===== src/rtl/stage4_memory_pkg.sv =====
// stage4_memory_pkg
// Shared types and constants for the memory-access pipeline stage.
//   WORD_W / INSTR_W        : datapath and instruction-class flag widths
//   DO_LOAD / DO_STORE      : bit positions of the load/store flags in instr_type
//   mem_size_t              : funct3 encoding of the access size
//   mem_state_t             : transaction FSM states
//   misaligned_access()     : alignment test used when MISALIGN_TRAP_EN is defined
package stage4_memory_pkg;

  localparam int WORD_W   = 32;
  localparam int INSTR_W  = 8;
  localparam int DO_LOAD  = 0;
  localparam int DO_STORE = 1;

  typedef enum logic [2:0] {
    SZ_B  = 3'd0,
    SZ_H  = 3'd1,
    SZ_W  = 3'd2,
    SZ_BU = 3'd4,
    SZ_HU = 3'd5
  } mem_size_t;

  typedef enum logic [1:0] {
    IDLE,
    REQ,
    WAIT
  } mem_state_t;

  // Halfwords must sit on an even address, words on a multiple of four.
  function automatic logic misaligned_access(input mem_size_t size, input logic [1:0] addrLo);
    logic result;
    result = 1'b0;
    case (size)
      SZ_H, SZ_HU: result = addrLo[0];
      SZ_W:        result = (addrLo != 2'b00);
      default:     result = 1'b0;
    endcase
    return result;
  endfunction

endpackage


===== src/rtl/stage4_memory_load_extend.sv =====
// load_extend
// Combinational lane select and sign/zero extension of a load response.
//   rdata    in  word : raw 32-bit word returned by data memory
//   addr_lo  in  2    : low address bits selecting the byte/halfword lane
//   mem_size in       : access size / signedness (mem_size_t)
//   data     out word : write-back-ready load value
module load_extend
  import stage4_memory_pkg::*;
(
  input  logic [WORD_W-1:0] rdata,
  input  logic [1:0]        addr_lo,
  input  mem_size_t         mem_size,
  output logic [WORD_W-1:0] data
);

  logic [7:0]  byteLane;
  logic [15:0] halfLane;

  // Pick the addressed byte and halfword out of the returned word. A halfword
  // only ever looks at addr_lo[1], so an odd halfword address falls back to
  // its naturally aligned lane.
  always_comb begin
    byteLane = rdata[7:0];
    case (addr_lo)
      2'd0:    byteLane = rdata[7:0];
      2'd1:    byteLane = rdata[15:8];
      2'd2:    byteLane = rdata[23:16];
      default: byteLane = rdata[31:24];
    endcase
    halfLane = addr_lo[1] ? rdata[31:16] : rdata[15:0];
  end

  // Widen the selected lane; anything that is not a byte or halfword access
  // passes the whole word through untouched.
  always_comb begin
    data = rdata;
    case (mem_size)
      SZ_B:    data = {{24{byteLane[7]}}, byteLane};
      SZ_BU:   data = {24'd0, byteLane};
      SZ_H:    data = {{16{halfLane[15]}}, halfLane};
      SZ_HU:   data = {16'd0, halfLane};
      default: data = rdata;
    endcase
  end

endmodule


===== src/rtl/stage4_memory.sv =====
// stage4_memory
// Memory-access stage: runs one data-memory transaction per load/store over a
// valid/ready request + rvalid response handshake, stalls upstream while busy,
// and presents a registered write-back result to the next stage.
// Optional feature macro: MISALIGN_TRAP_EN (adds the misalign output and traps
// misaligned halfword/word accesses instead of issuing them).
//   clock, reset                 : rising-edge clock, synchronous active-high reset
//   in_valid, instr_type, mem_size, rd, eval, rs2_val : execute-stage result
//   stall                        : upstream must hold its current instruction
//   dmem_req/we/addr/be/wdata    : memory request, held until dmem_ready
//   dmem_ready                   : request accepted this cycle
//   dmem_rvalid, dmem_rdata      : load response
//   out_valid/rd/val/wb          : one-cycle result pulse to write-back
//   misalign                     : trap pulse (MISALIGN_TRAP_EN only)
module stage4_memory
  import stage4_memory_pkg::*;
(
  input  logic               clock,
  input  logic               reset,
  input  logic               in_valid,
  input  logic [INSTR_W-1:0] instr_type,
  input  logic [2:0]         mem_size,
  input  logic [4:0]         rd,
  input  logic [WORD_W-1:0]  eval,
  input  logic [WORD_W-1:0]  rs2_val,
  output logic               stall,
  output logic               dmem_req,
  output logic               dmem_we,
  output logic [WORD_W-1:0]  dmem_addr,
  output logic [3:0]         dmem_be,
  output logic [WORD_W-1:0]  dmem_wdata,
  input  logic               dmem_ready,
  input  logic               dmem_rvalid,
  input  logic [WORD_W-1:0]  dmem_rdata,
  output logic               out_valid,
  output logic [4:0]         out_rd,
  output logic [WORD_W-1:0]  out_val,
`ifdef MISALIGN_TRAP_EN
  output logic               misalign,
`endif
  output logic               out_wb
);

  mem_state_t        state_q,     state_d;
  logic [4:0]        rd_q,        rd_d;
  logic [WORD_W-1:0] addr_q,      addr_d;
  mem_size_t         size_q,      size_d;
  logic              isLoad_q,    isLoad_d;
  logic              we_q,        we_d;
  logic [3:0]        be_q,        be_d;
  logic [WORD_W-1:0] wdata_q,     wdata_d;
  logic              outValid_q,  outValid_d;
  logic [4:0]        outRd_q,     outRd_d;
  logic [WORD_W-1:0] outVal_q,    outVal_d;
  logic              outWb_q,     outWb_d;
  logic              misalign_q,  misalign_d;

  mem_size_t         inSize;
  logic              inLoad;
  logic              inStore;
  logic [3:0]        laneBe;
  logic [WORD_W-1:0] laneWdata;
  logic [WORD_W-1:0] loadData;

  assign inSize  = mem_size_t'(mem_size);
  assign inLoad  = instr_type[DO_LOAD];
  assign inStore = instr_type[DO_STORE];

  load_extend u_load_extend (
    .rdata    (dmem_rdata),
    .addr_lo  (addr_q[1:0]),
    .mem_size (size_q),
    .data     (loadData)
  );

  // Byte enables and replicated write data are formed from the incoming
  // instruction so they can be captured once and held for the whole request.
  always_comb begin
    laneBe    = 4'b1111;
    laneWdata = rs2_val;
    case (inSize)
      SZ_B, SZ_BU: begin
        laneBe    = 4'b0001 << eval[1:0];
        laneWdata = {4{rs2_val[7:0]}};
      end
      SZ_H, SZ_HU: begin
        laneBe    = eval[1] ? 4'b1100 : 4'b0011;
        laneWdata = {2{rs2_val[15:0]}};
      end
      default: begin
        laneBe    = 4'b1111;
        laneWdata = rs2_val;
      end
    endcase
  end

  // Next-state and result logic. Result registers hold by default, but the
  // valid/wb/misalign flags default low so each result is a single pulse.
  // A word flagged as both load and store is treated as a load.
  always_comb begin
    state_d    = state_q;
    rd_d       = rd_q;
    addr_d     = addr_q;
    size_d     = size_q;
    isLoad_d   = isLoad_q;
    we_d       = we_q;
    be_d       = be_q;
    wdata_d    = wdata_q;
    outValid_d = 1'b0;
    outRd_d    = outRd_q;
    outVal_d   = outVal_q;
    outWb_d    = 1'b0;
    misalign_d = 1'b0;
    case (state_q)
      IDLE: begin
        if (in_valid) begin
          if (inLoad || inStore) begin
`ifdef MISALIGN_TRAP_EN
            if (misaligned_access(inSize, eval[1:0])) begin
              outValid_d = 1'b1;
              outRd_d    = rd;
              outVal_d   = eval;
              misalign_d = 1'b1;
            end else begin
`else
            begin
`endif
              state_d  = REQ;
              rd_d     = rd;
              addr_d   = eval;
              size_d   = inSize;
              isLoad_d = inLoad;
              we_d     = !inLoad;
              be_d     = laneBe;
              wdata_d  = laneWdata;
            end
          end else begin
            outValid_d = 1'b1;
            outRd_d    = rd;
            outVal_d   = eval;
            outWb_d    = (rd != 5'd0);
          end
        end
      end
      REQ: begin
        if (dmem_ready) begin
          if (isLoad_q) begin
            state_d = WAIT;
          end else begin
            state_d    = IDLE;
            outValid_d = 1'b1;
            outRd_d    = rd_q;
          end
        end
      end
      WAIT: begin
        if (dmem_rvalid) begin
          state_d    = IDLE;
          outValid_d = 1'b1;
          outRd_d    = rd_q;
          outVal_d   = loadData;
          outWb_d    = (rd_q != 5'd0);
        end
      end
      default: state_d = IDLE;
    endcase
  end

  // State and capture registers; reset abandons any transaction in flight.
  always_ff @(posedge clock) begin
    if (reset) begin
      state_q    <= IDLE;
      rd_q       <= '0;
      addr_q     <= '0;
      size_q     <= SZ_W;
      isLoad_q   <= 1'b0;
      we_q       <= 1'b0;
      be_q       <= '0;
      wdata_q    <= '0;
      outValid_q <= 1'b0;
      outRd_q    <= '0;
      outVal_q   <= '0;
      outWb_q    <= 1'b0;
      misalign_q <= 1'b0;
    end else begin
      state_q    <= state_d;
      rd_q       <= rd_d;
      addr_q     <= addr_d;
      size_q     <= size_d;
      isLoad_q   <= isLoad_d;
      we_q       <= we_d;
      be_q       <= be_d;
      wdata_q    <= wdata_d;
      outValid_q <= outValid_d;
      outRd_q    <= outRd_d;
      outVal_q   <= outVal_d;
      outWb_q    <= outWb_d;
      misalign_q <= misalign_d;
    end
  end

  // Outputs come straight from registered state, so stall has no path from in_valid.
  assign stall      = (state_q != IDLE);
  assign dmem_req   = (state_q == REQ);
  assign dmem_we    = (state_q == REQ) && we_q;
  assign dmem_addr  = {addr_q[WORD_W-1:2], 2'b00};
  assign dmem_be    = be_q;
  assign dmem_wdata = wdata_q;
  assign out_valid  = outValid_q;
  assign out_rd     = outRd_q;
  assign out_val    = outVal_q;
  assign out_wb     = outWb_q;
`ifdef MISALIGN_TRAP_EN
  assign misalign   = misalign_q;
`else
  logic unusedMisalign;
  assign unusedMisalign = misalign_q;
`endif

endmodule


===== config.mk =====
export PLATFORM = sky130hd
export DESIGN_NAME = stage4_memory
export DESIGN_NICKNAME = d
export VERILOG_FILES = /design/src/rtl/stage4_memory_pkg.sv /design/src/rtl/stage4_memory_load_extend.sv /design/src/rtl/stage4_memory.sv
export SDC_FILE = /design/constraint.sdc
export NUM_CORES = 1
export LEC_CHECK = 0
export ABC_AREA = 1
export BUFFER_PORTS_ARGS = -buffer_cell sky130_fd_sc_hd__buf_2
export CORE_ASPECT_RATIO = 2
export CORE_MARGIN = 4
export CORE_UTILIZATION = 40
export DETAILED_ROUTE_END_ITERATION = 12
export HOLD_SLACK_MARGIN = 0.02
export PLACE_DENSITY = 0.65
export SETUP_SLACK_MARGIN = 0.2
export SYNTH_ARGS = -nofsm -noshare
export SYNTH_HDL_FRONTEND = slang
export SYNTH_HIERARCHICAL = 1
export SYNTH_SLANG_ARGS = --single-unit
export TNS_END_PERCENT = 10

===== constraint.sdc =====
create_clock -name clock -period 2.1 [get_ports clock]
set_input_delay 0.21 -clock clock [delete_from_list [all_inputs] [get_ports clock]]
set_output_delay 0.21 -clock clock [all_outputs]
set_load 0.02 [all_outputs]

==> out/results.md <==
* 2 — number of buffers between clock root and the deepest sink
* 0% — fraction of registers with async set/reset
* 4.071 nW — Leakage Power
* 0.01167 ns — worst clock skew
* 119 — clock sinks
* 2.11 ns — worst path arrival time
* 0.34 ns — reg-to-reg setup timing slack
* nand2_1 — cell with the most instances after synthesis
* 2385 sq um — area taken by flip-flops and latches
* nand2_2 -> nor2_1 -> o21ai_0 -> nand3_1 -> nand2_1 -> a21boi_0 -> nand3_1 -> nand2_1 -> nor2_1 — worst-path cell chain
* 83.90% — final clock period utilization by the worst path
* 1389 — number of non-filler instances in the completed layout
* 0.5912 mV — peak ir drop on the vdd network
* 6 — total number of yosys warnings
* 0.005476 W — cell internal power dissipation
* size_q[0]$_SDFFE_PP0P_ — crit path launch
* 0 — # Max-Cap Violations
* 16190 sq um — core area
* 0.003518 W — net switching power of the design
* 66 — Placement Rows
* flip-flop to flip-flop — Worst Path Class, Setup
* clkbuf_16 — cell chosen for the clock root
* 1001 — gate count of the mapped netlist
* yes — CTS tree
* 5.064 — post-detailed-route via-to-cell ratio
* 9 — number of cells traversed by the worst register-to-register path
* 1349 — Post-Place Cells
* 23.15% — total global routing track utilization
* 98.64 um — Die W
* 25.49% — fraction of layout cells with a size suffix above 1
* 68 — largest net degree at the start of global routing
* 1103 nW/um^2 — P per Cell Area
* size_q[0]$_SDFFE_PP0P_ — FF-to-FF Start
* flip-flop — critical path startpoint category
* 9 — crit-path max FO
* 1.762 ns — Tmin final
* 267 — DRC marker count from the first detailed-route iteration
* 218 — buffers added on ports
* 0.8100 ns — transition at the pin with the smallest max-transition slack
* primary input to flip-flop — Worst Hold Class
* 0 — number of enable-type register cells in the synthesized netlist
* 0 — post-route antenna net violation count
* true — setup repair after global routing missed its margin
* 0.3382 ns — min setup slack post-route
* 0.42 ns — clock latency at the later pin of the worst-skew pair
* 38.0% — Comb pwr share
* 2.45 ns — WP data required
* 0 — final setup fails
* 0 — count of pins over their slew limit
* 36.25% — share of synthesized area occupied by flip-flops and latches
* 4 — antenna violations before repair
* 17 — total clock buffers created by CTS
* 0.43 ns — Critical Path Max Stage Delay
* 0 — GRT overflow
* 0 ns — Fin Setup TNS
* 0 — count of endpoints failing hold in the final timing report
* 1289 — number of nets in the final layout
* dfxtp_1 — most frequently used flop master after synthesis
* 1753 — filler cell count
* 8152 sq um — post-route design area
* 6.566 sq um — synthesized area divided by synthesized cell count
* 6604 — vias in the first global route
* 7478 sq um — Post-DP Area
* 567.6 MHz — Max Clock Freq
* finished clean — run status
* flip-flop — element type at the critical path end
* 3428 sq um — area taken by multi-input logic gates
* 22.71 mm — Total Routed Length
* 189.3 um — die outline height
* out_val[6]$_SDFFE_PP0P_ — Crit Reg-Reg Endpoint
* nor2_1 — worst-path cell with the longest stage delay
* 7034 — DR vias
* 39.11% — Net Sw Frac
* 0 — DRC violation count after routing
* dfxtp_1 — library cell with the largest summed area after synthesis
* 6573 sq um — summed instance area of the synthesized netlist
* 0.2331 ns — worst-case setup slack after placement
* 40.61% — effective utilization at floorplan
* 16.67 mm — DP HPWL
* 0.06 ns — clock-pin slew of the registers on the worst-case setup and hold paths
* 5 — DRT Pass-1 Iters
* 33 — post-synthesis cell type count
* 31.7% — share of total power in sequential cells
* nand2_1 (341), dfxtp_1 (119), a21oi_1 (107), nor2_1 (107), nand3_1 (88) — list of most frequent post-synthesis cells
* 16.35 um — post-DR wirelength/cell
* 0.9401 — weighted congestion at the end of routability-driven global placement
* 227 — io pins
* 30.3% — clock group share of total power
* dfxtp_1 (36%), nand2_1 (19%), a21oi_1 (8.1%) — cell types with the largest area share after synthesis
* 4 — Max H-tree Level
* 36.25% — proportion of netlist area held by the largest area contributor
* 18670 sq um — area of the die
* 33.97 mm — first-pass GRT wire length
* 24.02% — area overhead of the layout relative to synthesis
* 119 — #FFs+latches synth
* 46.00% — Max-slew headroom
* 0 — number of hold-repair buffers added at the cts stage
* out_val[6]$_SDFFE_PP0P_ — capture point of the critical path
-- cells in the final DEF (no fill, tap or decap), types with 2 or more instances in the layout --
cell type | netlist | routed
nor2_1 | 107 | 105
nand3_4 | 1 | 3
buf_2 | 20 | 218
inv_1 | 35 | 34
dfxtp_2 | 0 | 2
a21oi_2 | 2 | 2
o21ai_2 | 2 | 2
nand2_1 | 341 | 341
buf_6 | 20 | 2
clkinv_2 | 0 | 6
nor2_4 | 1 | 3
ha_1 | 4 | 3
nor2_2 | 2 | 2
buf_12 | 0 | 4
clkbuf_16 | 0 | 19
a21oi_1 | 107 | 107
inv_2 | 3 | 3
clkinvlp_4 | 0 | 6
diode_2 | 0 | 4
buf_4 | 34 | 17
o211ai_1 | 7 | 7
nand3_1 | 88 | 88
conb_1 | 1 | 2
a21boi_0 | 30 | 30
nand2_2 | 3 | 2
o21ai_0 | 39 | 39
nand3_2 | 3 | 2
dfxtp_1 | 119 | 117
-- critical path: cells and delay by family (launching register included) --
| family | cells | cell delay, ns |
|---|---|---|
| flip-flops | 1 | 0.41 |
| AND/OR/NAND/NOR | 7 | 0.99 |
| AO/OA/AOI/OAI | 2 | 0.31 |
-- registers in the layout, indices dropped and copies added, names as in the netlist, 2 cells and up --
signal      count
size_q          3
dmem_wdata     32
dmem_be         4
rd_q            5
out_rd          5
out_val        32
state_q         2
addr_q         32
-- worst min path at each step --
stage / start / to / slack, ns / depth (start not counted)
after floorplan: eval[0] / addr_q[0]$_SDFFE_PP0P_ / 0.35 / 2
after global placement: we_q$_SDFFE_PP0P_ / we_q$_SDFFE_PP0P_ / 0.44 / 2
after detailed placement: we_q$_SDFFE_PP0P_ / we_q$_SDFFE_PP0P_ / 0.44 / 2
after CTS: eval[8] / addr_q[8]$_SDFFE_PP0P_ / 0.03 / 3
after global routing: eval[8] / addr_q[8]$_SDFFE_PP0P_ / 0.05 / 3
final: eval[14] / addr_q[14]$_SDFFE_PP0P_ / 0.05 / 3
-- area by class of cell --
type | count | area share [%]
diodes | 4 | 0.1228
clock inverters | 13 | 1.305
clock buffers | 19 | 5.434
repair buffers | 243 | 16.82
multi-input cells | 748 | 42.06
inverters | 39 | 1.873
flip-flops and latches | 119 | 29.26
well taps | 204 | 3.131
-- metrics by stage --
step | power, W | utilization, % | hold slack, ns
2_1_floorplan | 0.005314 | - | 0.3527
3_3_place_gp | 0.006145 | 46.20 | 0.4401
3_5_place_dp | 0.006186 | 46.20 | 0.4402
4_1_cts | 0.008941 | 49.60 | 0.02659
5_1_grt | 0.009527 | 50.36 | 0.04589
6_report | 0.008993 | 50.36 | 0.04788
-- what timing repair did --
action,in CTS,in global routing
resized for setup,0,12
buffers inserted,0,1
setup endpoints to repair,0,48
-- power groups by stage --
stage	combinational (W)	clock (W)	sequential (W)
CTS	0.00330	0.00279	0.00285
global placement	0.00327	0	0.00288
detailed placement	0.00330	0	0.00289
floorplan	0.00211	0	0.00321
global route	0.00377	0.00286	0.00289
finish	0.00342	0.00273	0.00285
-- metal layers --
metal,global-route usage (%),wire (um),vias up
li1,-,-,3531
met2,44.47,12630,247
met5,0,0,-
met1,22.19,7658,3196
met4,13.57,1133,0
met3,4.351,1286,60
-- cell families after synthesis --
| group | Yosys count | synth area share, % |
|---|---|---|
| compound gates | 192 | 16.62 |
| simple gates | 549 | 33.94 |
| other cells | 1 | 0.05706 |
| buf+inv | 136 | 12.37 |
| fa+ha+maj | 4 | 0.7615 |
| flops | 119 | 36.25 |
Note: power is estimated with default switching activity, not from simulation.
